<file path="src/rtl/alu_pkg.sv">
// Shared types and constants for the ALU command driver slice.
// Response bundle packs {overflow, zero, carry, result} like the ALU top.
package alu_pkg;

    localparam int ALUOP_W = 3;

    localparam logic [1:0] S_IDLE = 2'd0;
    localparam logic [1:0] S_WAIT = 2'd1;
    localparam logic [1:0] S_RESP = 2'd2;

    typedef enum logic [1:0] {
        ST_IDLE = S_IDLE,
        ST_WAIT = S_WAIT,
        ST_RESP = S_RESP
    } state_e;

    // Flag bits sit directly above the result field.
    localparam int RSP_FLAG_W   = 3;
    localparam int OFS_RESULT   = 0;
    localparam int OFS_CARRY_UP = 0;
    localparam int OFS_ZERO_UP  = 1;
    localparam int OFS_OVF_UP   = 2;

endpackage

</file>
<file path="src/rtl/alu_cmd_driver_if.sv">
// Command and response valid/ready bundle of the ALU command driver.
// master = command source / response consumer, slave = driver.
interface alu_cmd_driver_if
    import alu_pkg::*;
#(
    parameter int width = 32
);
    logic               cmd_valid;
    logic               cmd_ready;
    logic [ALUOP_W-1:0] cmd_op;
    logic [width-1:0]   cmd_a;
    logic [width-1:0]   cmd_b;

    logic               rsp_valid;
    logic               rsp_ready;
    logic [width-1:0]   rsp_result;
    logic               rsp_overflow;
    logic               rsp_zero;
    logic               rsp_carry;

    modport master (
        output cmd_valid, cmd_op, cmd_a, cmd_b, rsp_ready,
        input  cmd_ready, rsp_valid, rsp_result,
        input  rsp_overflow, rsp_zero, rsp_carry
    );

    modport slave (
        input  cmd_valid, cmd_op, cmd_a, cmd_b, rsp_ready,
        output cmd_ready, rsp_valid, rsp_result,
        output rsp_overflow, rsp_zero, rsp_carry
    );
endinterface

</file>
<file path="src/rtl/alu_lat_timer.sv">
// Down-counter measuring the ALU pipeline latency.
// load arms it with LATENCY-1; done is high while the count is zero.
module alu_lat_timer #(
    parameter int LATENCY = 2
) (
    input  logic clk,
    input  logic rst_n,
    input  logic load,
    output logic done
);
    localparam int CW = (LATENCY > 1) ? $clog2(LATENCY) : 1;
    localparam logic [CW-1:0] LOAD_VAL = CW'(LATENCY - 1);

    logic [CW-1:0] cnt_q;

    // Reload on command accept, otherwise count down to zero and stay.
    always_ff @(posedge clk or negedge rst_n) begin
        if (!rst_n) begin
            cnt_q <= '0;
        end else if (load) begin
            cnt_q <= LOAD_VAL;
        end else if (cnt_q != '0) begin
            cnt_q <= cnt_q - CW'(1);
        end
    end

    assign done = (cnt_q == '0);
endmodule

</file>
<file path="src/rtl/alu_cmd_driver.sv">
// Drives one ALU command at a time, waits the ALU latency and
// returns the captured result and flags on a valid/ready port.
module alu_cmd_driver
    import alu_pkg::*;
#(
    parameter int width   = 32,
    parameter int LATENCY = 2,
    parameter int CNT_W   = 8
) (
    input  logic               clk,
    input  logic               rst_n,
    alu_cmd_driver_if.slave    bus,
    output logic [width-1:0]   alu_R2,
    output logic [width-1:0]   alu_R3,
    output logic [ALUOP_W-1:0] alu_ALUop,
    input  logic [width-1:0]   alu_R0,
    input  logic               alu_overflow,
    input  logic               alu_zero,
    input  logic               alu_carry,
    output logic               busy,
    output logic [CNT_W-1:0]   ovf_count
);
    localparam int RW        = width + RSP_FLAG_W;
    localparam int OFS_CARRY = width + OFS_CARRY_UP;
    localparam int OFS_ZERO  = width + OFS_ZERO_UP;
    localparam int OFS_OVF   = width + OFS_OVF_UP;

    state_e state_q;
    state_e state_d;

    logic          accept;
    logic          capture;
    logic          retire;
    logic          lat_done;
    logic          rsp_valid_q;
    logic [RW-1:0] rsp_q;
    logic [RW-1:0] alu_bundle;

    assign alu_bundle = {alu_overflow, alu_zero, alu_carry, alu_R0};

    alu_lat_timer #(
        .LATENCY (LATENCY)
    ) u_timer (
        .clk   (clk),
        .rst_n (rst_n),
        .load  (accept),
        .done  (lat_done)
    );

    // State register.
    always_ff @(posedge clk or negedge rst_n) begin
        if (!rst_n) begin
            state_q <= ST_IDLE;
        end else begin
            state_q <= state_d;
        end
    end

    // Next state and handshake strobes; cmd_ready never depends on cmd_valid.
    always_comb begin
        state_d       = state_q;
        bus.cmd_ready = 1'b0;
        accept        = 1'b0;
        capture       = 1'b0;
        retire        = 1'b0;
        unique case (state_q)
            ST_IDLE: begin
                bus.cmd_ready = 1'b1;
                if (bus.cmd_valid) begin
                    accept  = 1'b1;
                    state_d = ST_WAIT;
                end
            end
            ST_WAIT: begin
                if (lat_done) begin
                    capture = 1'b1;
                    state_d = ST_RESP;
                end
            end
            ST_RESP: begin
                bus.cmd_ready = bus.rsp_ready;
                if (bus.rsp_ready) begin
                    retire = 1'b1;
                    if (bus.cmd_valid) begin
                        accept  = 1'b1;
                        state_d = ST_WAIT;
                    end else begin
                        state_d = ST_IDLE;
                    end
                end
            end
            default: begin
                state_d = ST_IDLE;
            end
        endcase
    end

    // Operand registers load only on accept and hold afterwards.
    always_ff @(posedge clk or negedge rst_n) begin
        if (!rst_n) begin
            alu_R2    <= '0;
            alu_R3    <= '0;
            alu_ALUop <= '0;
        end else if (accept) begin
            alu_R2    <= bus.cmd_a;
            alu_R3    <= bus.cmd_b;
            alu_ALUop <= bus.cmd_op;
        end
    end

    // Response capture and valid flag; held until the consumer retires it.
    always_ff @(posedge clk or negedge rst_n) begin
        if (!rst_n) begin
            rsp_q       <= '0;
            rsp_valid_q <= 1'b0;
        end else if (capture) begin
            rsp_q       <= alu_bundle;
            rsp_valid_q <= 1'b1;
        end else if (retire) begin
            rsp_valid_q <= 1'b0;
        end
    end

    // Saturating count of captured overflow responses.
    always_ff @(posedge clk or negedge rst_n) begin
        if (!rst_n) begin
            ovf_count <= '0;
        end else if (capture && alu_overflow && (ovf_count != '1)) begin
            ovf_count <= ovf_count + CNT_W'(1);
        end
    end

    assign bus.rsp_valid    = rsp_valid_q;
    assign bus.rsp_result   = rsp_q[OFS_RESULT +: width];
    assign bus.rsp_carry    = rsp_q[OFS_CARRY];
    assign bus.rsp_zero     = rsp_q[OFS_ZERO];
    assign bus.rsp_overflow = rsp_q[OFS_OVF];
    assign busy             = (state_q != ST_IDLE);
endmodule

</file>
<file path="src/flat_wrapper.sv">
// flat-port wrapper written by rule: the top's interface ports become plain ports
module alu_cmd_driver_flat import alu_pkg::*;
#(
    parameter int width   = 32,
    parameter int LATENCY = 2,
    parameter int CNT_W   = 8
)
  (clk, rst_n, alu_R2, alu_R3, alu_ALUop, alu_R0, alu_overflow, alu_zero, alu_carry, busy, ovf_count, bus_cmd_valid, bus_cmd_op, bus_cmd_a, bus_cmd_b, bus_rsp_ready, bus_cmd_ready, bus_rsp_valid, bus_rsp_result, bus_rsp_overflow, bus_rsp_zero, bus_rsp_carry);
  alu_cmd_driver_if #(.width(width)) bus_i ();
  input  logic clk;
  input  logic rst_n;
  output logic [width-1:0] alu_R2;
  output logic [width-1:0] alu_R3;
  output logic [ALUOP_W-1:0] alu_ALUop;
  input  logic [width-1:0] alu_R0;
  input  logic alu_overflow;
  input  logic alu_zero;
  input  logic alu_carry;
  output logic busy;
  output logic [CNT_W-1:0] ovf_count;
  input wire logic [$bits(bus_i.cmd_valid)-1:0] bus_cmd_valid;
  input wire logic [$bits(bus_i.cmd_op)-1:0] bus_cmd_op;
  input wire logic [$bits(bus_i.cmd_a)-1:0] bus_cmd_a;
  input wire logic [$bits(bus_i.cmd_b)-1:0] bus_cmd_b;
  input wire logic [$bits(bus_i.rsp_ready)-1:0] bus_rsp_ready;
  output wire logic [$bits(bus_i.cmd_ready)-1:0] bus_cmd_ready;
  output wire logic [$bits(bus_i.rsp_valid)-1:0] bus_rsp_valid;
  output wire logic [$bits(bus_i.rsp_result)-1:0] bus_rsp_result;
  output wire logic [$bits(bus_i.rsp_overflow)-1:0] bus_rsp_overflow;
  output wire logic [$bits(bus_i.rsp_zero)-1:0] bus_rsp_zero;
  output wire logic [$bits(bus_i.rsp_carry)-1:0] bus_rsp_carry;
  assign bus_i.cmd_valid = bus_cmd_valid;
  assign bus_i.cmd_op = bus_cmd_op;
  assign bus_i.cmd_a = bus_cmd_a;
  assign bus_i.cmd_b = bus_cmd_b;
  assign bus_i.rsp_ready = bus_rsp_ready;
  assign bus_cmd_ready = bus_i.cmd_ready;
  assign bus_rsp_valid = bus_i.rsp_valid;
  assign bus_rsp_result = bus_i.rsp_result;
  assign bus_rsp_overflow = bus_i.rsp_overflow;
  assign bus_rsp_zero = bus_i.rsp_zero;
  assign bus_rsp_carry = bus_i.rsp_carry;
  alu_cmd_driver #(.width(width), .LATENCY(LATENCY), .CNT_W(CNT_W)) u_core (.clk(clk), .rst_n(rst_n), .bus(bus_i), .alu_R2(alu_R2), .alu_R3(alu_R3), .alu_ALUop(alu_ALUop), .alu_R0(alu_R0), .alu_overflow(alu_overflow), .alu_zero(alu_zero), .alu_carry(alu_carry), .busy(busy), .ovf_count(ovf_count));
endmodule
</file>
<file path="config.mk">
export PLATFORM = sky130hd
export DESIGN_NAME = alu_cmd_driver_flat
export DESIGN_NICKNAME = d
export VERILOG_FILES = /design/src/rtl/alu_pkg.sv /design/src/rtl/alu_cmd_driver_if.sv /design/src/rtl/alu_lat_timer.sv /design/src/rtl/alu_cmd_driver.sv /design/src/flat_wrapper.sv
export SDC_FILE = /design/constraint.sdc
export NUM_CORES = 1
export LEC_CHECK = 0
export ABC_AREA = 1
export CAP_MARGIN = 25
export CORE_MARGIN = 1
export CORE_UTILIZATION = 25
export CTS_CLUSTER_SIZE = 30
export DETAILED_ROUTE_END_ITERATION = 12
export PLACE_DENSITY = 0.58
export SLEW_MARGIN = 10
export SYNTH_ARGS = -nofsm -noshare
export SYNTH_HDL_FRONTEND = slang
export SYNTH_HIERARCHICAL = 1
export SYNTH_SLANG_ARGS = --single-unit
</file>
<file path="constraint.sdc">
create_clock -name clk -period 2 [get_ports clk]
set_input_delay 0.5 -clock clk [delete_from_list [all_inputs] [get_ports clk]]
set_output_delay 0.5 -clock clk [all_outputs]
set_load 0.005 [all_outputs]
</file>
* Word level (Yosys, flattened, before mapping)
Cells that the tools add are included.
** Storage, ports and cells
- Register bits :: 114
- Input port bits :: 106
- Output and inout bits :: 113
- Word-level logic and storage cells :: 39
** Operators by class
- $add $sub $neg :: 2
- Eq/ne operators :: 6
- Muxes and demuxes :: 17
- Reductions and logical operators :: 6
** Operators by type and width (count)
- 1-bit 2-to-1 mux :: 11
- 8-bit by 1-bit adder with 8-bit output, second input constant :: 1
- 8-bit != test, second input constant :: 1
- 2-bit 2-to-1 mux :: 3
- 2-bit != test, second input constant :: 3
- 2-bit one-hot mux with 3 select lines :: 1
- 1-bit one-hot mux with 2 select lines :: 2
- 2-bit nonzero test :: 2
- 3-bit AND reduction :: 1
- 2-bit by 1-bit equality test with 1-bit output, second input constant :: 1
- 2-bit equality test, second input constant :: 1
- 1-bit logical AND :: 2
- 2-bit logical NOT :: 1
- 1-bit subtractor, second input constant :: 1

* Longest topological paths before layout
Gate-level depths: netlist (run 1).
- Word-level depth :: 4
- Gate-level depth with buffers :: 8
- Gate-level depth less buffers :: 8

* Hierarchy
The synthesis (run 1) kept the hierarchy.
** By module, submodules not included
- alu_cmd_driver :: times used 1, cells each 512, area each 4446.8 sq um, sequential area each 2827.7 sq um
- alu_lat_timer :: times used 1, cells each 2, area each 28.8 sq um, sequential area each 25.0 sq um

* Least setup slack after synthesis (run 1)
Ideal clock, no wire load.
- Path kind :: input to register
- From :: input bus_rsp_ready
- To :: register u_core.alu_R3[10]
- Library setup time :: 0.116 ns
- Arrival time :: 1.173 ns
- Slack :: 0.711 ns
- Cell stages on the path :: 7
- Path buffers :: 2
- Path through :: inv_2 > a21oi_4 > nand2_4 > buf_4 > buf_2 > nand2_1 > nand2_1
** Between the ends
- Longest elaborated chain between the ends :: 2
** Ends and longest elaborated chain
- start: declaration :: RTL line flat_wrapper.sv:25 : input wire logic [$bits(bus_i.rsp_ready)-1:0] bus_rsp_ready;
- 1-bit 2-to-1 mux :: RTL line alu_cmd_driver.sv:82 : if (bus.rsp_ready) begin
- 1-bit one-hot mux with 2 select lines :: RTL line alu_cmd_driver.sv:66 : unique case (state_q)
- end signal: assignment :: RTL line alu_cmd_driver.sv:106 : alu_R3 <= bus.cmd_b;
- end: declaration :: RTL line alu_cmd_driver.sv:14 : output logic [width-1:0] alu_R3,
No other way between the ends.
A chain may end at the register's enable or synchronous reset.

* Worst setup path after layout (run 1)
- From :: register u_core.state_q[1]
- To :: output busy
** Between the ends
- Longest elaborated chain between the ends :: 1
** Ends and longest elaborated chain
- start: declaration :: RTL line alu_cmd_driver.sv:28 : state_e state_q;
- start signal: assignment :: RTL line alu_cmd_driver.sv:55 : state_q <= state_d;
- 2-bit nonzero test :: RTL line alu_cmd_driver.sv:138 : assign busy = (state_q != ST_IDLE);
- end: declaration :: RTL line flat_wrapper.sv:19 : output logic busy;
No other way between the ends.

==> summary.md, run 1 <==
| Metric | Value |
|---|---|
| Outcome | `complete, no violations` |
| Drt drc | `0` |
| Total wire length | `approximately 13 mm` |
| Leading area contributor after synthesis | `dfrtp_1` |
| Share of cells above drive strength 1 | `7.66%` |
| Worst hold path class | `primary input to asynchronous set/reset pin` |
| Max rail drop VDD | `~0.67 mV` |
| Crit-path cells | `inv_2 -> nand2_1 -> clkdlybuf4s50_1` |
| 1st-iter DRT viols | `~190` |
| Mean Syn Cell Area | `about 8.7 µm²` |
| H-tree Lvls | `4` |
| Tcrit/Tclk final | `96.6%` |
| Static leakage | `~3.7 nW` |
| Clock-pin slew on the worst setup and hold paths | `~0.06 ns` |
| Setup Crit Path Kind | `register to primary output` |
| Die height | `about 140 µm` |
| Die area | `~0.018 mm²` |
| Most used flip-flop cell after synthesis | `dfrtp_1` |
| Total track usage | `approximately 14%` |
| Rows | `between 40 and 50` |
| Synth cell types | `19` |
| Fill count | `1671` |
| ANT cells | `0` |
| Sequential fraction of the synthesis area | `~64%` |
| Worst Path Arrival | `about 1.4 ns` |
| Final setup fails | `0` |
| Initial Utilization | `between 20 and 30%` |
| Rel. slew slack | `60.7%` |
| Ranking of synthesized cells by area | `dfrtp_1 (64%), nand2_1 (28%), buf_2 (1.1%), buf_4 (0.84%), inv_1 (0.84%)` |
| CTS tree | `built` |
| Internal power | `roughly 8.1 mW` |
| Unrepaired setup endpoints after global routing | `false` |
| Final nets | `about 850` |
| Initial antenna violation count | `0` |
| Vias in the first global route | `3761` |
| Worst r2r path cells | `5` |
| Core box area | `~0.017 mm²` |
| Area delta synth->final | `69.5%` |
| Final Hold Vio Count | `0` |
| Synthesized netlist net count | `around 620` |
| Seq pwr share | `about a third` |
| Largest net degree at the start of global routing | `approximately 70` |
| CP endpoint kind | `primary output` |
| Finished Layout Cells | `approximately 1000` |
| Worst Skew | `0.0187 ns` |
| Placed inst area | `0.00697 mm²` |
| Register area | `~0.0029 mm²` |
| Slowest stage delay, CP | `0.53 ns` |
| Max Slew Vio Count | `0` |
| Tmin final | `slightly below 2 ns` |
| Startpoint types | `register` |
| Placed cells | `948` |
| Mapped cell area | `around 0.0045 mm²` |
| Switching Fraction | `30.4%` |
| Skew-Pair Late Insertion Delay | `0.41 ns` |
| Maximum clock insertion buffer count | `2` |
| Top cells by count, synth | `nand2_1 (339), dfrtp_1 (114), buf_2 (10), inv_1 (10), nor2_1 (6)` |
| CTS Buf Count | `17` |
| Via count | `between 3000 and 4000` |
| Util after Layout | `between 40% and 50%` |
| Share of power burned in the clock network | `around a quarter` |
| Logic pwr share | `between 30% and 40%` |
| Synthesis Warnings | `6` |
| Data required, critical path | `1.50 ns` |
| Post-synthesis instance total | `between 500 and 600` |
| Via/cell ratio | `around 4.0` |
| Pwr/cell area | `1530 mW/mm²` |
| CTS Hold Bufs | `0` |
| DR pass1 iterations | `4` |
| Cell with the most instances after synthesis | `nand2_1` |
| Chip width | `about 140 µm` |
| Worst hold margin | `between 0.08 and 0.09 ns` |
| Switching Power | `roughly 3.5 mW` |
| Ys async rst share | `100%` |
| Gpl congestion | `0.707` |
| Multi-input logic area | `around 0.0014 mm²` |
| WL per Instance | `between 10 and 15 µm` |
| Yosys top cell area share | `63.7%` |
| CTS sink count | `114` |
| Ports | `between 200 and 250` |
| Number of buffers added on ports | `approximately 220` |
| Crit-path max FO | `5` |
| DPL Wire Length | `approximately 8.6 mm` |
| CP max stage cell | `clkdlybuf4s50_1` |
| Total congestion overflow | `0` |
| First-pass GRT wire length | `just under 20 mm` |
| ANT nets after route | `0` |
| Setup_tns | `0 ns` |
| Achievable Freq | `around 0.52 GHz` |
| Number of max-cap violations | `0` |
| Yosys reg bits | `roughly 110` |
| Number of synthesized flops with an enable pin | `0` |
| CTS root buf | `clkbuf_16` |
| Actual slew at the worst max-slew pin | `approximately 0.59 ns` |
| Design area | `~0.0076 mm²` |
==> final timing paths <==
kind                                         from                   end  slack, ns
max in group asynchronous                   rst_n     u_core/alu_R3[16]       1.38
worst min-delay path                        rst_n     u_core/alu_R3[13]       0.08
worst max register to register  u_core/state_q[0]  u_core/bus.rsp_valid       0.50
min in group clk                 u_core/alu_R2[4]      u_core/alu_R2[4]       0.47
worst min register to register   u_core/alu_R2[4]      u_core/alu_R2[4]       0.47
worst max-delay path            u_core/state_q[1]                  busy       0.07
==> metrics by stage <==
stage | setup slack, ns | power [mW]
CTS | -0.0156 | 11.8
detailed placement | -0.284 | 8.60
global route | 0.0215 | 12.4
global placement | -0.296 | 8.57
floorplan | 0.711 | 5.66
finish | 0.0675 | 11.6
==> flip-flops by register name (all words and copies together), names as in the netlist <==
register	flops
u_core/alu_R2	32
u_core/bus.rsp_valid	1
u_core/rsp_q	35
u_core/ovf_count	8
u_core/state_q	2
u_core/u_timer/cnt_q	1
u_core/alu_R3	32
u_core/alu_ALUop	3
==> logic make-up after synthesis <==
group / synth area share (%)
AND/OR/NAND/NOR: 30.1
flip-flops: 63.7
buffers and inverters: 4.22
AO/OA/AOI/OAI: 1.03
XOR/XNOR: 0.587
adder cells (fa/ha/maj): 0.280
==> metal layers <==
layer	part of all wire (%)	global-route usage, %	vias to the layer above
li1	-	-	2014
met1	45	17.8	1755
met2	45	21.2	157
met3	9.0	5.20	8
met4	1.1	5.99	0
met5	0	0	-
==> critical path: cells and delay by family, from the launching register on <==
kind,cells,cell delay (ns)
buffers and inverters,2,0.60
AND/OR/NAND/NOR,1,0.06
flip-flops,1,0.37
==> cells in the final DEF (no fill, tap or decap), types with 2 or more instances in the layout <==
cell / instances
bufinv_16: 3
nand2_1: 339
inv_1: 9
o21ai_0: 3
buf_4: 11
dfrtp_1: 113
nand3_1: 5
clkinvlp_4: 3
clkinv_2: 5
inv_2: 6
clkdlybuf4s50_1: 216
o31ai_1: 2
buf_12: 6
clkbuf_16: 17
clkbuf_8: 2
nor2_1: 6
xnor2_1: 3
==> cell type report <==
| type | instances | area share [%] |
|---|---|---|
| sequential | 114 | 37.6 |
| timing repair buffer | 234 | 31.2 |
| multi-input combinational | 364 | 18.9 |
| clock buffer | 19 | 5.97 |
| tap | 225 | 3.71 |
| clock inverter | 11 | 1.81 |
| inverter | 15 | 0.742 |
==> power groups by stage <==
stage	clock network [mW]	registers, mW	logic, mW
global route	3.24	4.19	4.99
finish	3.04	4.06	4.52
CTS	3.13	4.07	4.60
floorplan	0	4.14	1.52
detailed placement	0	4.07	4.53
global placement	0	4.05	4.52
==> repair_timing <==
item / CTS / global route
pin swaps: 0 / 1
buffers inserted: 3 / 1
hold endpoints to repair: 0 / 0
setup endpoints to repair: 2 / 2
resized for setup: 2 / 3
Power figures use the tool's default switching activity.
==> run 2: changes to the inputs <==
Settings changed: CORE_UTILIZATION 25 to 44, PLACE_DENSITY 0.58 to 0.9.
==> summary.md, run 2 (synthesis gave the netlist of run 1 again) <==
| Metric | Value |
|---|---|
| Startpoint types | `register` |
| WL per Instance | `14.2 µm (+9.2%)` |
| Final Hold Vio Count | `0 (unchanged)` |
| Largest net degree at the start of global routing | `52 (-25%)` |
| Achievable Freq | `0.517 GHz (-0.14%)` |
| Max reg flops | `35 (unchanged)` |
| ANT cells | `0 (unchanged)` |
| Commonest cells after routing, fill and taps aside | `nand2_1 (339), clkdlybuf4s50_1 (215), dfrtp_1 (108)` |
| Pwr/cell area | `1570 mW/mm² (+2.5%)` |
| Initial antenna violation count | `0 (unchanged)` |
| Unrepaired setup endpoints after global routing | `false` |
| Fill count | `700 (-58%)` |
| Outcome | `complete, no violations` |
| Actual slew at the worst max-slew pin | `0.557 ns (-0.0307 ns)` |
| DPL Wire Length | `8.87 mm (+3.7%)` |
| CTS root buf | `clkbuf_8` |
| Gpl congestion | `0.762 (+7.8%)` |
| Number of buffers added on ports | `218 (unchanged)` |
| Via count | `4140 (+5.2%)` |
| Core box area | `0.00982 mm² (-44%)` |
| Number of max-cap violations | `0 (unchanged)` |
| Ports | `219 (unchanged)` |
| DR pass1 iterations | `5 (+1)` |
| ANT nets after route | `0 (unchanged)` |
| Crit-path cells | `clkdlybuf4s50_1` |
| CP startpoint | `u_core/ovf_count[0]` |
| First-pass GRT wire length | `19.1 mm (-2.5%)` |
| Top delay family on crit path | `buffers and inverters` |
| CP endpoint kind | `primary output` |
| Crit-path max FO | `5 (unchanged)` |
| Worst Path Arrival | `1.44 ns (about the same)` |
| Skew-Pair Late Insertion Delay | `0.50 ns (+0.09 ns)` |
| Die height | `103 µm (-24%)` |
| Buffers & Inverters on Critical Path | `1 (-1)` |
| 1st-iter DRT viols | `199 (+3.1%)` |
| Tot Pwr | `11.7 mW (+0.38%)` |
| RR Startpoint | `u_core/ovf_count[1]` |
| Vias in the first global route | `4109 (+9.3%)` |
| Max rail drop VDD | `0.782 mV (+17%)` |
| Regs by FF count | `u_core/rsp_q: 35 flops, u_core/alu_R2: 32 flops, u_core/alu_R3: 32 flops` |
| H-tree Lvls | `4 (unchanged)` |
| Maximum clock insertion buffer count | `2 (unchanged)` |
| Final nets | `849 (-0.47%)` |
| Worst hold margin | `0.394 ns (+0.313 ns)` |
| Share of cells above drive strength 1 | `7.55% (-0.11 points)` |
| Register area | `0.00286 mm² (+0.22%)` |
| Clock-pin slew on the worst setup and hold paths | `0.06 ns (about the same)` |
| Via/cell ratio | `4.66 (+16%)` |
| Commonest non-fill, non-tap cell in the layout | `nand2_1` |
| Design area | `0.00743 mm² (-2.0%)` |
| Setup_tns | `0 ns (unchanged)` |
| Rel. slew slack | `62.8% (+2.1 points)` |
| CTS Buf Count | `17 (unchanged)` |
| Data required, critical path | `1.50 ns (about the same)` |
| Chip width | `103 µm (-24%)` |
| Total track usage | `24.2% (+10 points)` |
| Worst Skew | `0.0144 ns (-0.00436 ns)` |
| Setup Crit Path Kind | `register to primary output` |
| Worst hold path class | `primary input to asynchronous set/reset pin` |
| Tmin final | `1.94 ns (+0.00280 ns)` |
| Reg with most FFs | `u_core/rsp_q` |
| Tcrit/Tclk final | `96.8% (+0.14 points)` |
| Total wire length | `12.6 mm (-1.3%)` |
| Max Slew Vio Count | `0 (unchanged)` |
| Static leakage | `3.67 nW (-0.84%)` |
| Total congestion overflow | `0 (unchanged)` |
| Placed inst area | `0.00681 mm² (-2.3%)` |
| Drt drc | `0 (unchanged)` |
| Die area | `0.0106 mm² (-43%)` |
| Final setup fails | `0 (unchanged)` |
| CTS tree | `built` |
| Multi-input logic area | `0.00143 mm² (unchanged)` |
| Rows | `36 (-25%)` |
| Initial Utilization | `45.6% (+20 points)` |
| Area delta synth->final | `66.1%` |
| CTS sink count | `114 (unchanged)` |
| Slowest stage delay, CP | `0.53 ns (about the same)` |
| CP max stage cell | `clkdlybuf4s50_1` |
run 2: through the flow:
step | instances | utilization (%) | worst slack [ns]
after floorplan | 514 | - | 0.711
after global placement | 853 | 69.3 | -0.269
after detailed placement | 853 | 69.3 | -0.269
after CTS | 888 | 75.7 | 0.00282
after global routing | 888 | 75.7 | 0.000574
final | 888 | 75.7 | 0.0647
run 2: final cells by class:
| type | instances | share of cell area [%] |
|---|---|---|
| inverters | 15 | 0.758 |
| clock buffers | 21 | 5.91 |
| well taps | 133 | 2.24 |
| clock inverters | 11 | 2.15 |
| flip-flops and latches | 114 | 38.5 |
| multi-input cells | 364 | 19.3 |
| repair buffers | 230 | 31.2 |
run 2: report_power, final:
group / internal (mW) / switching (mW)
combinational: 2.64 / 1.91
sequential: 3.43 / 0.648
clock: 2.04 / 0.992
run 2: final timing paths:
check	depth (start not counted)	slack (ns)	to
min in group clk	2	0.48	u_core/alu_R3[7]
max in group asynchronous	3	1.09	u_core/rsp_q[4]
min	2	0.39	u_core/rsp_q[7]
min reg2reg	2	0.48	u_core/alu_R3[7]
max reg2reg	8	0.56	u_core/ovf_count[1]
max	1	0.06	ovf_count[0]
run 2: what timing repair did:
action                                 4_1_cts  5_1_grt
cloned                                       0        0
setup endpoints to repair                    2        6
setup buffers                                2        0
hold buffers                                 1        0
resized for setup                            5        6
endpoints found under the hold margin       10        0
run 2: layer usage:
| layer | track usage, % | part of all wire (%) |
|---|---|---|
| met5 | 0 | 0 |
| met4 | 8.02 | 1.1 |
| met3 | 9.02 | 8.4 |
| met2 | 44.1 | 53 |
| met1 | 25.9 | 37 |
==> run 3: changes to the inputs <==
Settings changed: CTS_CLUSTER_DIAMETER set to 50, PLACE_DENSITY 0.9 to 0.92.
==> summary.md, run 3 (synthesis gave the netlist of run 1 again) <==
| Metric | Value |
|---|---|
| Data required, critical path | `1.50 ns (about the same)` |
| Total wire length | `13.2 mm (+4.5%)` |
| Worst Path Arrival | `1.47 ns (+0.03 ns)` |
| Maximum clock insertion buffer count | `2 (unchanged)` |
| Pwr/cell area | `1570 mW/mm² (+0.33%)` |
| Tcrit/Tclk final | `98.6% (+1.8 points)` |
| ANT cells | `0 (unchanged)` |
| Area delta synth->final | `67.3%` |
| Initial antenna violation count | `0 (unchanged)` |
| Regs by FF count | `u_core/rsp_q: 35 flops, u_core/alu_R2: 32 flops, u_core/alu_R3: 32 flops` |
| Reg with most FFs | `u_core/rsp_q` |
| Switching Power | `3.62 mW (+1.8%)` |
| CTS Buf Count | `17 (unchanged)` |
| Setup Crit Path Kind | `register to primary output` |
| Gpl congestion | `0.790 (+3.7%)` |
| Seq pwr share | `34.5% (-0.4 points)` |
| Drt drc | `0 (unchanged)` |
| Commonest cells after routing, fill and taps aside | `nand2_1 (339), clkdlybuf4s50_1 (215), dfrtp_1 (110)` |
| CTS root buf | `clkbuf_8` |
| Final setup fails | `0 (unchanged)` |
| Via/cell ratio | `4.75 (+2.0%)` |
| Chip width | `103 µm (unchanged)` |
| 1st-iter DRT viols | `146 (-27%)` |
| Initial Utilization | `45.6% (unchanged)` |
| CTS tree | `built` |
| First-pass GRT wire length | `19.8 mm (+3.6%)` |
| DPL Wire Length | `9.23 mm (+4.0%)` |
| Tmin final | `1.97 ns (+0.0360 ns)` |
| Share of cells above drive strength 1 | `8.02% (+0.47 points)` |
| RR Startpoint | `u_core/ovf_count[1]` |
| Vias in the first global route | `4227 (+2.9%)` |
| Achievable Freq | `0.507 GHz (-1.8%)` |
| Final nets | `855 (+0.71%)` |
| Internal power | `8.17 mW (+0.73%)` |
| Worst setup margin | `0.0287 ns (-0.0360 ns)` |
| Max rail drop VDD | `0.881 mV (+13%)` |
| Ports | `219 (unchanged)` |
| CTS sink count | `114 (unchanged)` |
| Tot Pwr | `11.8 mW (+1.1%)` |
| Worst hold margin | `0.474 ns (+0.0802 ns)` |
| Crit-path cells | `clkdlybuf4s50_1` |
| Logic pwr share | `39.6% (+0.6 points)` |
| Buffers & Inverters on Critical Path | `1 (unchanged)` |
| Reg2reg end | `u_core/ovf_count[7]` |
| Worst r2r path cells | `8 (unchanged)` |
| ANT nets after route | `0 (unchanged)` |
| Static leakage | `3.71 nW (+0.99%)` |
| Crit-path max FO | `6 (+1)` |
| Pre-CTS setup slack | `-0.218 ns (+0.0506 ns)` |
| CP endpoint kind | `primary output` |
| Clock-pin slew on the worst setup and hold paths | `0.05 ns (about the same)` |
| Core box area | `0.00982 mm² (unchanged)` |
| Max Slew Vio Count | `0 (unchanged)` |
| Reg2Reg Setup Slack | `0.49 ns (-0.07 ns)` |
| Unrepaired setup endpoints after global routing | `false` |
| Commonest non-fill, non-tap cell in the layout | `nand2_1` |
| Outcome | `complete, no violations` |
| Total congestion overflow | `0 (unchanged)` |
| Startpoint types | `register` |
| Actual slew at the worst max-slew pin | `0.576 ns (+0.0183 ns)` |
| Final Hold Vio Count | `0 (unchanged)` |
| Switching Fraction | `30.7% (+0.23 points)` |
| Via count | `4250 (+2.7%)` |
| Skew-Pair Late Insertion Delay | `0.51 ns (about the same)` |
| Total track usage | `25.2% (+0.96 points)` |
| Largest net degree at the start of global routing | `48 (-7.7%)` |
| Rows | `36 (unchanged)` |
| Worst Skew | `0.00942 ns (-0.00495 ns)` |
| Share of power burned in the clock network | `25.9% (about the same)` |
| WL per Instance | `14.7 µm (+3.8%)` |
| Number of max-cap violations | `0 (unchanged)` |
| Setup_tns | `0 ns (unchanged)` |
| Die area | `0.0106 mm² (unchanged)` |
| H-tree Lvls | `4 (unchanged)` |
| Rel. slew slack | `61.6% (-1.2 points)` |
| Number of buffers added on ports | `218 (unchanged)` |
| Slowest stage delay, CP | `0.55 ns (+0.02 ns)` |
| CP max stage cell | `clkdlybuf4s50_1` |
| Die height | `103 µm (unchanged)` |
| DR pass1 iterations | `4 (-1)` |
| Worst hold path class | `primary input to asynchronous set/reset pin` |
| Top delay family on crit path | `buffers and inverters` |
| Max reg flops | `35 (unchanged)` |
[run 3: changes by cell type in the layout (fill, tap and decap cells not counted)]
cell     delta
buf_4       +5
buf_12      +1
dfrtp_2     -2
dfrtp_1     +2
[run 3: area by class of cell]
cell class,count,area (µm²)
Fill cell,653,2330
Sequential cell,114,2860
Timing Repair Buffer,236,2370
Clock buffer,21,439
Multi-Input combinational cell,364,1430
Inverter,15,56.3
Clock inverter,11,160
Tap cell,133,166
[run 3: metrics by stage]
step	cells	util [%]	instance area, µm²
after floorplan	514	-	4480
after global placement	856	69.7	6840
after detailed placement	856	69.7	6840
after CTS	893	76.2	7480
after global routing	894	76.2	7490
final	894	76.2	7490
[run 3: per-layer routing]
layer / routed length, µm / share of wire, % / global-route usage [%] / vias up
met5: 0 / 0 / 0 / -
li1: - / - / - / 2014
met3: 1180 / 9.0 / 9.76 / 31
met1: 4760 / 36 / 25.7 / 2011
met4: 340 / 2.6 / 10.9 / 0
met2: 6890 / 52 / 45.6 / 194
[run 3: what timing repair did]
action	in CTS	in global routing
gates resized for setup	6	3
hold buffers	1	0
hold endpoints to repair	27	0
endpoints found under the setup margin	6	3
setup buffers	4	1
[run 3: how the worst max path moves through the flow]
stage	startpoint	to	slack, ns	cells past startpoint
4_1_cts	u_core/state_q[1]	bus_cmd_ready	0.009	3
5_1_grt	u_core/ovf_count[7]	ovf_count[7]	0.003	1
6_report	u_core/ovf_count[7]	ovf_count[7]	0.03	1
3_5_place_dp	bus_rsp_ready	bus_cmd_ready	-0.22	4
2_1_floorplan	bus_rsp_ready	u_core/alu_R3[10]	0.71	7
3_3_place_gp	bus_rsp_ready	bus_cmd_ready	-0.18	4
[run 3: power groups by stage]
stage,logic (mW),registers (mW),clock network [mW]
finish,4.67,4.07,3.05
global route,5.10,4.20,3.21
CTS,4.72,4.06,3.09
detailed placement,4.62,4.10,0
global placement,4.42,4.04,0
floorplan,1.52,4.14,0
